[src/rtl/net_strength_pkg.sv]
// Shared types for the net strength arbiter.
//   strength_t  : Verilog-style drive strength, ascending order (HIGHZ weakest).
//   net_state_t : resolver state (IDLE, OWNED, CONFLICT).
//   str_max     : two-input strength maximum used by the reduction tree.
package net_strength_pkg;

  typedef enum logic [2:0] {
    ST_HIGHZ  = 3'd0,
    ST_SMALL  = 3'd1,
    ST_MEDIUM = 3'd2,
    ST_WEAK   = 3'd3,
    ST_LARGE  = 3'd4,
    ST_PULL   = 3'd5,
    ST_STRONG = 3'd6,
    ST_SUPPLY = 3'd7
  } strength_t;

  typedef enum logic [1:0] {
    IDLE     = 2'd0,
    OWNED    = 2'd1,
    CONFLICT = 2'd2
  } net_state_t;

  function automatic strength_t str_max(input strength_t a, input strength_t b);
    return (a > b) ? a : b;
  endfunction

endpackage

[src/rtl/net_strength_arbiter_max_tree.sv]
// strength_max_tree: combinational log-depth maximum over the active drivers.
// Ports:
//   act_i  [N_REQ]    requester is active (req and non-HIGHZ strength)
//   val_i  [N_REQ]    value driven by each requester
//   str_i  [3*N_REQ]  packed per-requester strengths
//   smax_o [3]        strongest active strength (HIGHZ when nobody is active)
//   w0_o   [N_REQ]    winners (active, at smax) driving 0
//   w1_o   [N_REQ]    winners (active, at smax) driving 1
module strength_max_tree
  import net_strength_pkg::*;
#(
  parameter int N_REQ = 4
) (
  input  logic [N_REQ-1:0]   act_i,
  input  logic [N_REQ-1:0]   val_i,
  input  logic [3*N_REQ-1:0] str_i,
  output logic [2:0]         smax_o,
  output logic [N_REQ-1:0]   w0_o,
  output logic [N_REQ-1:0]   w1_o
);

  // The tree is a heap padded up to a power of two: leaves live at
  // [P .. 2P-1], node k combines children 2k and 2k+1, root is node 1.
  localparam int P = 1 << $clog2(N_REQ);

  logic [P-1:0]   act_pad;
  logic [3*P-1:0] str_pad;
  strength_t      tree_node [1:2*P-1];
  strength_t      smax;

  always_comb begin
    act_pad = P'(act_i);
    str_pad = (3*P)'(str_i);
    // Inactive and padding leaves contribute HIGHZ, the identity of max.
    for (int k = 0; k < P; k++) begin
      tree_node[P+k] = act_pad[k] ? strength_t'(str_pad[3*k +: 3]) : ST_HIGHZ;
    end
    for (int k = P - 1; k >= 1; k--) begin
      tree_node[k] = str_max(tree_node[2*k], tree_node[2*k+1]);
    end
    smax = tree_node[1];
  end

  always_comb begin
    w0_o = '0;
    w1_o = '0;
    for (int i = 0; i < N_REQ; i++) begin
      if (act_i[i] && (str_i[3*i +: 3] == smax)) begin
        w0_o[i] = ~val_i[i];
        w1_o[i] =  val_i[i];
      end
    end
  end

  assign smax_o = smax;

endmodule

[src/rtl/net_strength_arbiter.sv]
// net_strength_arbiter: resolves one shared single-bit net driven by N_REQ
// requesters with Verilog drive strengths. The strongest active level wins;
// equal-strength disagreement resolves to X. All outputs are registered and
// follow the sampled inputs by one cycle.
// Ports:
//   clk, rst_n    clock (rising edge) and asynchronous active-low reset
//   req [N_REQ]   drive request per requester
//   val [N_REQ]   driven value per requester
//   str [3*N_REQ] strength per requester (strength_t)
//   gnt [N_REQ]   one-hot owner, zero in IDLE and CONFLICT
//   net_val       resolved value (valid when net_z=0 and net_x=0)
//   net_z         no active driver
//   net_x         equal-strength drivers disagree
//   own_str [3]   strength of the winning level
//   conflict_cnt  saturating count of entries into CONFLICT
//   state_dbg [2] current resolver state (net_state_t encoding)
module net_strength_arbiter
  import net_strength_pkg::*;
#(
  parameter int N_REQ = 4,
  parameter int CNT_W = 8
) (
  input  logic               clk,
  input  logic               rst_n,
  input  logic [N_REQ-1:0]   req,
  input  logic [N_REQ-1:0]   val,
  input  logic [3*N_REQ-1:0] str,
  output logic [N_REQ-1:0]   gnt,
  output logic               net_val,
  output logic               net_z,
  output logic               net_x,
  output logic [2:0]         own_str,
  output logic [CNT_W-1:0]   conflict_cnt,
  output logic [1:0]         state_dbg
);

  localparam int RR_W = $clog2(N_REQ);

  localparam logic [1:0] S_IDLE     = IDLE;
  localparam logic [1:0] S_OWNED    = OWNED;
  localparam logic [1:0] S_CONFLICT = CONFLICT;

  localparam logic [CNT_W-1:0] CNT_MAX = {CNT_W{1'b1}};

  logic [1:0]       state_q,   state_d;
  logic [N_REQ-1:0] gnt_q,     gnt_d;
  logic             net_val_q, net_val_d;
  logic             net_z_q,   net_z_d;
  logic             net_x_q,   net_x_d;
  logic [2:0]       own_str_q, own_str_d;
  logic [CNT_W-1:0] cnt_q,     cnt_d;
  logic [RR_W-1:0]  rr_q,      rr_d;

  logic [N_REQ-1:0] active;
  logic [N_REQ-1:0] w0, w1, w_mask;
  logic [2:0]       smax;
  logic [RR_W-1:0]  pick_idx;
  logic             pick_found;
  logic             owner_kept;

  always_comb begin
    active = '0;
    for (int i = 0; i < N_REQ; i++) begin
      active[i] = req[i] && (str[3*i +: 3] != ST_HIGHZ);
    end
  end

  strength_max_tree #(
    .N_REQ (N_REQ)
  ) u_max_tree (
    .act_i  (active),
    .val_i  (val),
    .str_i  (str),
    .smax_o (smax),
    .w0_o   (w0),
    .w1_o   (w1)
  );

  assign w_mask = w0 | w1;

  // Round-robin search: first winner at or after rr_q, wrapping.
  always_comb begin
    int idx;
    pick_found = 1'b0;
    pick_idx   = '0;
    for (int k = 0; k < N_REQ; k++) begin
      idx = int'(rr_q) + k;
      if (idx >= N_REQ) idx = idx - N_REQ;
      if (!pick_found && w_mask[idx]) begin
        pick_found = 1'b1;
        pick_idx   = RR_W'(idx);
      end
    end
  end

  // The current owner keeps the grant only while it is still among the
  // winners; a strictly stronger newcomer empties that intersection.
  assign owner_kept = (state_q == S_OWNED) && (|(gnt_q & w_mask));

  always_comb begin
    state_d   = state_q;
    gnt_d     = gnt_q;
    net_val_d = net_val_q;
    net_z_d   = net_z_q;
    net_x_d   = net_x_q;
    own_str_d = own_str_q;
    cnt_d     = cnt_q;
    rr_d      = rr_q;

    if (smax == ST_HIGHZ) begin
      // Nobody drives: net floats, last value is retained.
      state_d   = S_IDLE;
      gnt_d     = '0;
      net_z_d   = 1'b1;
      net_x_d   = 1'b0;
      own_str_d = '0;
    end else if ((|w0) && (|w1)) begin
      state_d   = S_CONFLICT;
      gnt_d     = '0;
      net_z_d   = 1'b0;
      net_x_d   = 1'b1;
      own_str_d = smax;
      // Count entries only, so a long conflict is a single event.
      if ((state_q != S_CONFLICT) && (cnt_q != CNT_MAX)) begin
        cnt_d = cnt_q + CNT_W'(1);
      end
    end else begin
      state_d   = S_OWNED;
      net_z_d   = 1'b0;
      net_x_d   = 1'b0;
      own_str_d = smax;
      net_val_d = |w1;
      if (!owner_kept && pick_found) begin
        gnt_d           = '0;
        gnt_d[pick_idx] = 1'b1;
        rr_d = (pick_idx == RR_W'(N_REQ - 1)) ? '0 : pick_idx + RR_W'(1);
      end
    end
  end

  always_ff @(posedge clk or negedge rst_n) begin
    if (!rst_n) begin
      state_q   <= S_IDLE;
      gnt_q     <= '0;
      net_val_q <= 1'b0;
      net_z_q   <= 1'b1;
      net_x_q   <= 1'b0;
      own_str_q <= '0;
      cnt_q     <= '0;
      rr_q      <= '0;
    end else begin
      state_q   <= state_d;
      gnt_q     <= gnt_d;
      net_val_q <= net_val_d;
      net_z_q   <= net_z_d;
      net_x_q   <= net_x_d;
      own_str_q <= own_str_d;
      cnt_q     <= cnt_d;
      rr_q      <= rr_d;
    end
  end

  assign gnt          = gnt_q;
  assign net_val      = net_val_q;
  assign net_z        = net_z_q;
  assign net_x        = net_x_q;
  assign own_str      = own_str_q;
  assign conflict_cnt = cnt_q;
  assign state_dbg    = state_q;

endmodule

[config.mk]
export PLATFORM = sky130hd
export DESIGN_NAME = net_strength_arbiter
export DESIGN_NICKNAME = d
export VERILOG_FILES = /design/src/rtl/net_strength_pkg.sv /design/src/rtl/net_strength_arbiter_max_tree.sv /design/src/rtl/net_strength_arbiter.sv
export SDC_FILE = /design/constraint.sdc
export NUM_CORES = 1
export LEC_CHECK = 0
export ABC_AREA = 0
export CORE_ASPECT_RATIO = 0.6
export CORE_MARGIN = 2
export CORE_UTILIZATION = 54
export CTS_CLUSTER_DIAMETER = 80
export DETAILED_ROUTE_END_ITERATION = 12
export PLACE_DENSITY = 0.88
export REMOVE_ABC_BUFFERS = 1
export SETUP_SLACK_MARGIN = 0.05
export SYNTH_ARGS = -nofsm -noshare
export SYNTH_HDL_FRONTEND = slang
export SYNTH_SLANG_ARGS = --single-unit
[constraint.sdc]
create_clock -name clk -period 3.1 [get_ports clk]
set_input_delay 0.62 -clock clk [delete_from_list [all_inputs] [get_ports clk]]
set_output_delay 0.62 -clock clk [all_outputs]
set_load 0.005 [all_outputs]
==> results of run 1 <==
## kinds of logic after synthesis
logic type               synth area share
XOR/XNOR                           0.0548
buffers and inverters              0.0398
adder cells (fa/ha/maj)            0.0914
AND/OR/NAND/NOR                     0.238
multiplexers                       0.0444
AO/OA/AOI/OAI                       0.257
flip-flops                          0.275
## through the flow
step	hold WS, ns	TNS, ns	utilization
2_1_floorplan	0.324	-17.47	-
3_5_place_dp	0.486	-38.36	0.847
3_3_place_gp	0.477	-34.20	0.847
## cells in the mapped netlist, types with 2 or more instances
cell type  number
dfrtp_1        20
nand2_1        18
ha_1           14
inv_1          14
nor2_1         13
xnor2_1        11
nor3_1          9
nand3_1         6
nand4_1         6
o21ai_0         6
a21o_1          4
mux2i_1         4
o211ai_1        4
a211oi_1        3
a211oi_2        3
a21oi_1         3
and2_1          3
mux2_1          3
nor2_2          3
o21a_1          3
a31oi_1         2
and3_1          2
inv_4           2
nand2b_4        2
nand3b_1        2
nand4b_1        2
nor2_4          2
o21ai_1         2
o22ai_2         2
==> parameters.txt, run 1 <==
Parameter                              Value

Status
  Status ... did not finish
  Last stage reached ... clock tree synthesis
  Tool Error ... [ERROR DPL-0038] Utilization greater than 100%, impossible to legalize

CTS
  Post-CTS Hold Buffers ... 0
  Number of sinks driven by the clock tree ... 21
  H-tree levels ... 1
  Post-CTS setup-driven buffer insertion count ... 28
  Clock root cell ... clkbuf_8
  PostCTS Resize Cnt ... 144
  Bufs on Longest Clock Path ... 2
  TritonCTS buffer count ... 3

Floorplanning
  I/O pins ... between 40 and 50
  Count of standard-cell rows ... 16
  Floorplan die height ... about 50 um
  DIE WIDTH ... roughly 81 um
  Starting Density ... 0.577

Placement
  Number of cells after detailed placement ... around 350
  Placement Setup Slack ... -2.29 ns
  Detailed-placement wirelength estimate ... approximately 4700 um
  Standard cell area after detailed placement ... about 2800 um2
  IO Port Bufs ... slightly above 40
  Weighted congestion at the end of routability-driven global placement ... around 0.95

Synthesis
  Register bit total from synthesis ... 21
  Share of Yosys cell area claimed by the top area cell type ... 0.261
  Synth cell types ... 63
  Fraction of registers with async set or reset after synthesis ... 1.00
  Synth Warn # ... 0
  Cell area after synthesis ... 1920 um2
  Most area-hungry cell type in the Yosys netlist ... dfrtp_1
  Number of enable-type register cells in the synthesized netlist ... 0
  Sequential cell area fraction in the yosys report ... 0.275
  Post-synthesis average cell area ... 9.49 um2
  Post-synth top flop ... dfrtp_1
  Leading cell types by total area after synthesis ... dfrtp_1 (26%), ha_1 (9.1%), xnor2_1 (5.0%)
  Number of standard cells after synthesis ... approximately 200
==> run 2: changes to the inputs <==
--- a/config.mk
+++ b/config.mk
@@ -6,14 +6,11 @@
 export NUM_CORES = 1
 export LEC_CHECK = 0
 export ABC_AREA = 0
-export CORE_ASPECT_RATIO = 0.6
 export CORE_MARGIN = 2
-export CORE_UTILIZATION = 54
-export CTS_CLUSTER_DIAMETER = 80
+export CORE_UTILIZATION = 39
 export DETAILED_ROUTE_END_ITERATION = 12
-export PLACE_DENSITY = 0.88
+export PLACE_DENSITY_LB_ADDON = 0.15
 export REMOVE_ABC_BUFFERS = 1
-export SETUP_SLACK_MARGIN = 0.05
 export SYNTH_ARGS = -nofsm -noshare
 export SYNTH_HDL_FRONTEND = slang
 export SYNTH_SLANG_ARGS = --single-unit
==> parameters.txt, run 2 <==
Parameter                              Value

Status
  Status ... finished, violations left
  Violated checks ... setup timing

Global route
  All-Layer GR Usage ... 0.228
  Total gr overflow ... 0
  First-pass GRT wire length ... a little under 10000 um
  Antenna violations before repair ... 0
  Vias in the first global route ... about 2100
  Pin count of the biggest net entering global routing ... 22

CTS
  Number of sinks driven by the clock tree ... 21 (unchanged)
  Bufs on Longest Clock Path ... 2 (unchanged)
  Clock slew at reported path FFs ... about 0.080 ns
  Post-CTS Hold Buffers ... 0 (unchanged)
  TritonCTS buffer count ... 3 (unchanged)
  H-tree levels ... 1 (unchanged)
  CTS tree ... built
  Clock root cell ... clkbuf_8
  Clock network latency to the later pin of the worst-skew pair ... 0.26 ns

Timing
  Setup TNS ... -18.63 ns
  Max transition margin ... 0.371
  Final setup violation count ... 18
  Final critical delay including setup and external delays ... about 4.3 ns
  Maximum clock skew at final layout ... roughly 0.0028 ns
  Worst slew pin tran ... approximately 0.94 ns
  Final worst-path setup slack ... -1.22 ns
  Achievable clock frequency ... ~0.23 GHz
  Setup repair after global routing missed its margin ... yes
  Max Transition Viols Final ... 0
  Total count of hold-check failures in the final report ... 0
  Period Utilization, post-route ... 1.39

Finish
  Leading cell types in the layout, fill and taps excluded ... buf_4 (78), clkdlybuf4s50_1 (25), dfrtp_1 (20)
  Fraction of final layout cells with drive strength greater than 1 ... 0.617
  Total area of sequential cells ... approximately 530 um2
  Count of nets after finishing ... roughly 380
  Total inserted antenna cells ... 0
  Area used by multi-input combinational logic ... 1820 um2
  Commonest non-fill, non-tap cell in the layout ... buf_4
  Fillers ... 312
  Layout-stage area growth over the synthesis result ... 92.9%
  Max FFs per register ... 8

Routing
  Per-cell routed wire length ... between 10 and 15 um
  DR iter-0 viols ... between 50 and 60
  Via total after detailed routing ... between 2000 and 2500
  Vias per Instance ... 5.13
  Number of search-and-repair iterations in the first detailed-routing pass ... 4
  Total Routed Length ... 5950 um
  Antenna violation net count after detailed routing ... 0
  Total DRC errors in the routed layout ... 0

Floorplanning
  Core footprint ... 4720 um2
  Die footprint ... approximately 5500 um2
  Floorplan die height ... 74.1 um (+48%)
  Count of standard-cell rows ... 25 (+9)
  Starting Density ... 0.406 (-0.171)
  DIE WIDTH ... 74.1 um (-8.4%)
  I/O pins ... 42 (unchanged)

Synthesis
  Register bit total from synthesis ... 21 (unchanged)
  Synth cell types ... 63 (unchanged)
  Post-synthesis average cell area ... 9.49 um2 (unchanged)
  Synth Warn # ... 0 (unchanged)
  Number of enable-type register cells in the synthesized netlist ... 0 (unchanged)
  Top post-synthesis cells by count ... dfrtp_1 (20), nand2_1 (18), ha_1 (14), inv_1 (14), nor2_1 (13)
  Share of Yosys cell area claimed by the top area cell type ... 0.261 (unchanged)
  Leading cell types by total area after synthesis ... dfrtp_1 (26%), ha_1 (9.1%), xnor2_1 (5.0%)
  Cell area after synthesis ... 1920 um2 (unchanged)
  Count leader, synth ... dfrtp_1
  Sequential cell area fraction in the yosys report ... 0.275 (unchanged)
  Number of standard cells after synthesis ... 202 (unchanged)
  Most area-hungry cell type in the Yosys netlist ... dfrtp_1
  Post-synth top flop ... dfrtp_1
  Fraction of registers with async set or reset after synthesis ... 1.00 (unchanged)

Critical path
  Startpoint-to-endpoint class of the critical path ... input port to register
  Launching element type of the critical path ... input port
  WP data required ... around 3.3 ns
  Critical-path maximum fanout ... 6
  Arrival time at the worst endpoint ... 4.47 ns
  Critical Path Sink Type ... register

Job
  Max cap viols ... 0

Pwr
  Total chip power ... ~1.9 mW
  Worst vdd ir ... between 0.2 and 0.3 mV
  Leak ... between 1.5 and 2 nW
  PD cells ... around 500 nW/um2

Placement
  Detailed-placement wirelength estimate ... 4030 um (-14%)
  Weighted congestion at the end of routability-driven global placement ... 0.865 (-9.1%)
  IO Port Bufs ... 41 (unchanged)

Worst hold path
  Worst Hold Class ... register to register
-- run 2: cell counts after synthesis --
No cell type changed its count.
-- run 2: worst paths after layout --
check / from / end / slack (ns) / depth (start not counted)
worst max-delay path: req[2] / rr_q[1] / -1.22 / 22
worst min-delay path: conflict_cnt[4] / conflict_cnt[4] / 0.49 / 1
worst max register to register: conflict_cnt[2] / conflict_cnt[1] / 1.18 / 7
worst min register to register: conflict_cnt[4] / conflict_cnt[4] / 0.49 / 1
max in group asynchronous: rst_n / conflict_cnt[0] / 1.65 / 1
min in group asynchronous: rst_n / gnt[1] / 0.88 / 1
-- run 2: cell type report --
| class | count | share of cell area |
|---|---|---|
| flip-flops and latches | 21 | 0.142 |
| clock inverters | 1 | 0.00135 |
| well taps | 67 | 0.0227 |
| clock buffers | 3 | 0.0112 |
| repair buffers | 135 | 0.312 |
| inverters | 16 | 0.0190 |
| multi-input cells | 163 | 0.491 |
-- run 2: repair_timing --
action                     4_1_cts  5_1_grt
gates cloned                     0        0
buffers inserted                28        8
setup endpoints to repair       21       18
pin swaps                       58       39
gates resized for setup        170       19
-- run 2: cells by family after synthesis --
kind of cell               Yosys count  synth area share
AOI/OAI and AO/OA                   53             0.257
xor gates and xnor gates            12            0.0548
adders and majority gates           14            0.0914
buffers and inverters               18            0.0398
DFF                                 21             0.275
muxes                                8            0.0444
and+or+nand+nor                     76             0.238
-- run 2: where the power goes --
part	internal [mW]	total [mW]	switching (mW)
clock	0.0897	0.182	0.0924
sequential	0.341	0.394	0.0526
combinational	0.708	1.29	0.581
total	1.14	1.87	0.727
-- run 2: critical path, cell delays in order --
cell and delay [ns]:
buf_8 0.11, nand2_4 0.07, inv_4 0.04, ha_4 0.27
nand2b_4 0.08, a21oi_4 0.17, a21o_1 0.18, o21a_1 0.19
ha_4 0.22, buf_4 0.14, a32oi_4 0.25, a31oi_1 0.07
a32o_2 0.29, buf_4 0.16, nor4b_4 0.28, o311ai_4 0.15
or2_1 0.28, a21boi_2 0.13, o21ai_1 0.07, o21a_1 0.16
ha_1 0.27, mux2_4 0.26
-- run 2: per-layer routing --
metal / global-route usage / vias up / part of all wire
li1: - / 1027 / -
met1: 0.278 / 1000 / 0.43
met2: 0.403 / 44 / 0.53
met3: 0.0149 / 12 / 0.021
met4: 0.117 / 0 / 0.024
met5: 0 / - / 0
-- run 2: per-stage QoR --
step	area (um2)	hold WS (ns)	util	std cells	worst slack, ns
6_report	3700	0.485	0.783	406	-1.22
5_1_grt	3700	0.519	0.783	406	-1.34
4_1_cts	3570	0.497	0.755	399	-1.04
3_5_place_dp	2890	0.484	0.612	372	-2.07
3_3_place_gp	2890	0.478	0.612	372	-1.97
2_1_floorplan	1910	0.324	-	200	-1.28
(Power assumes the default switching activity.)
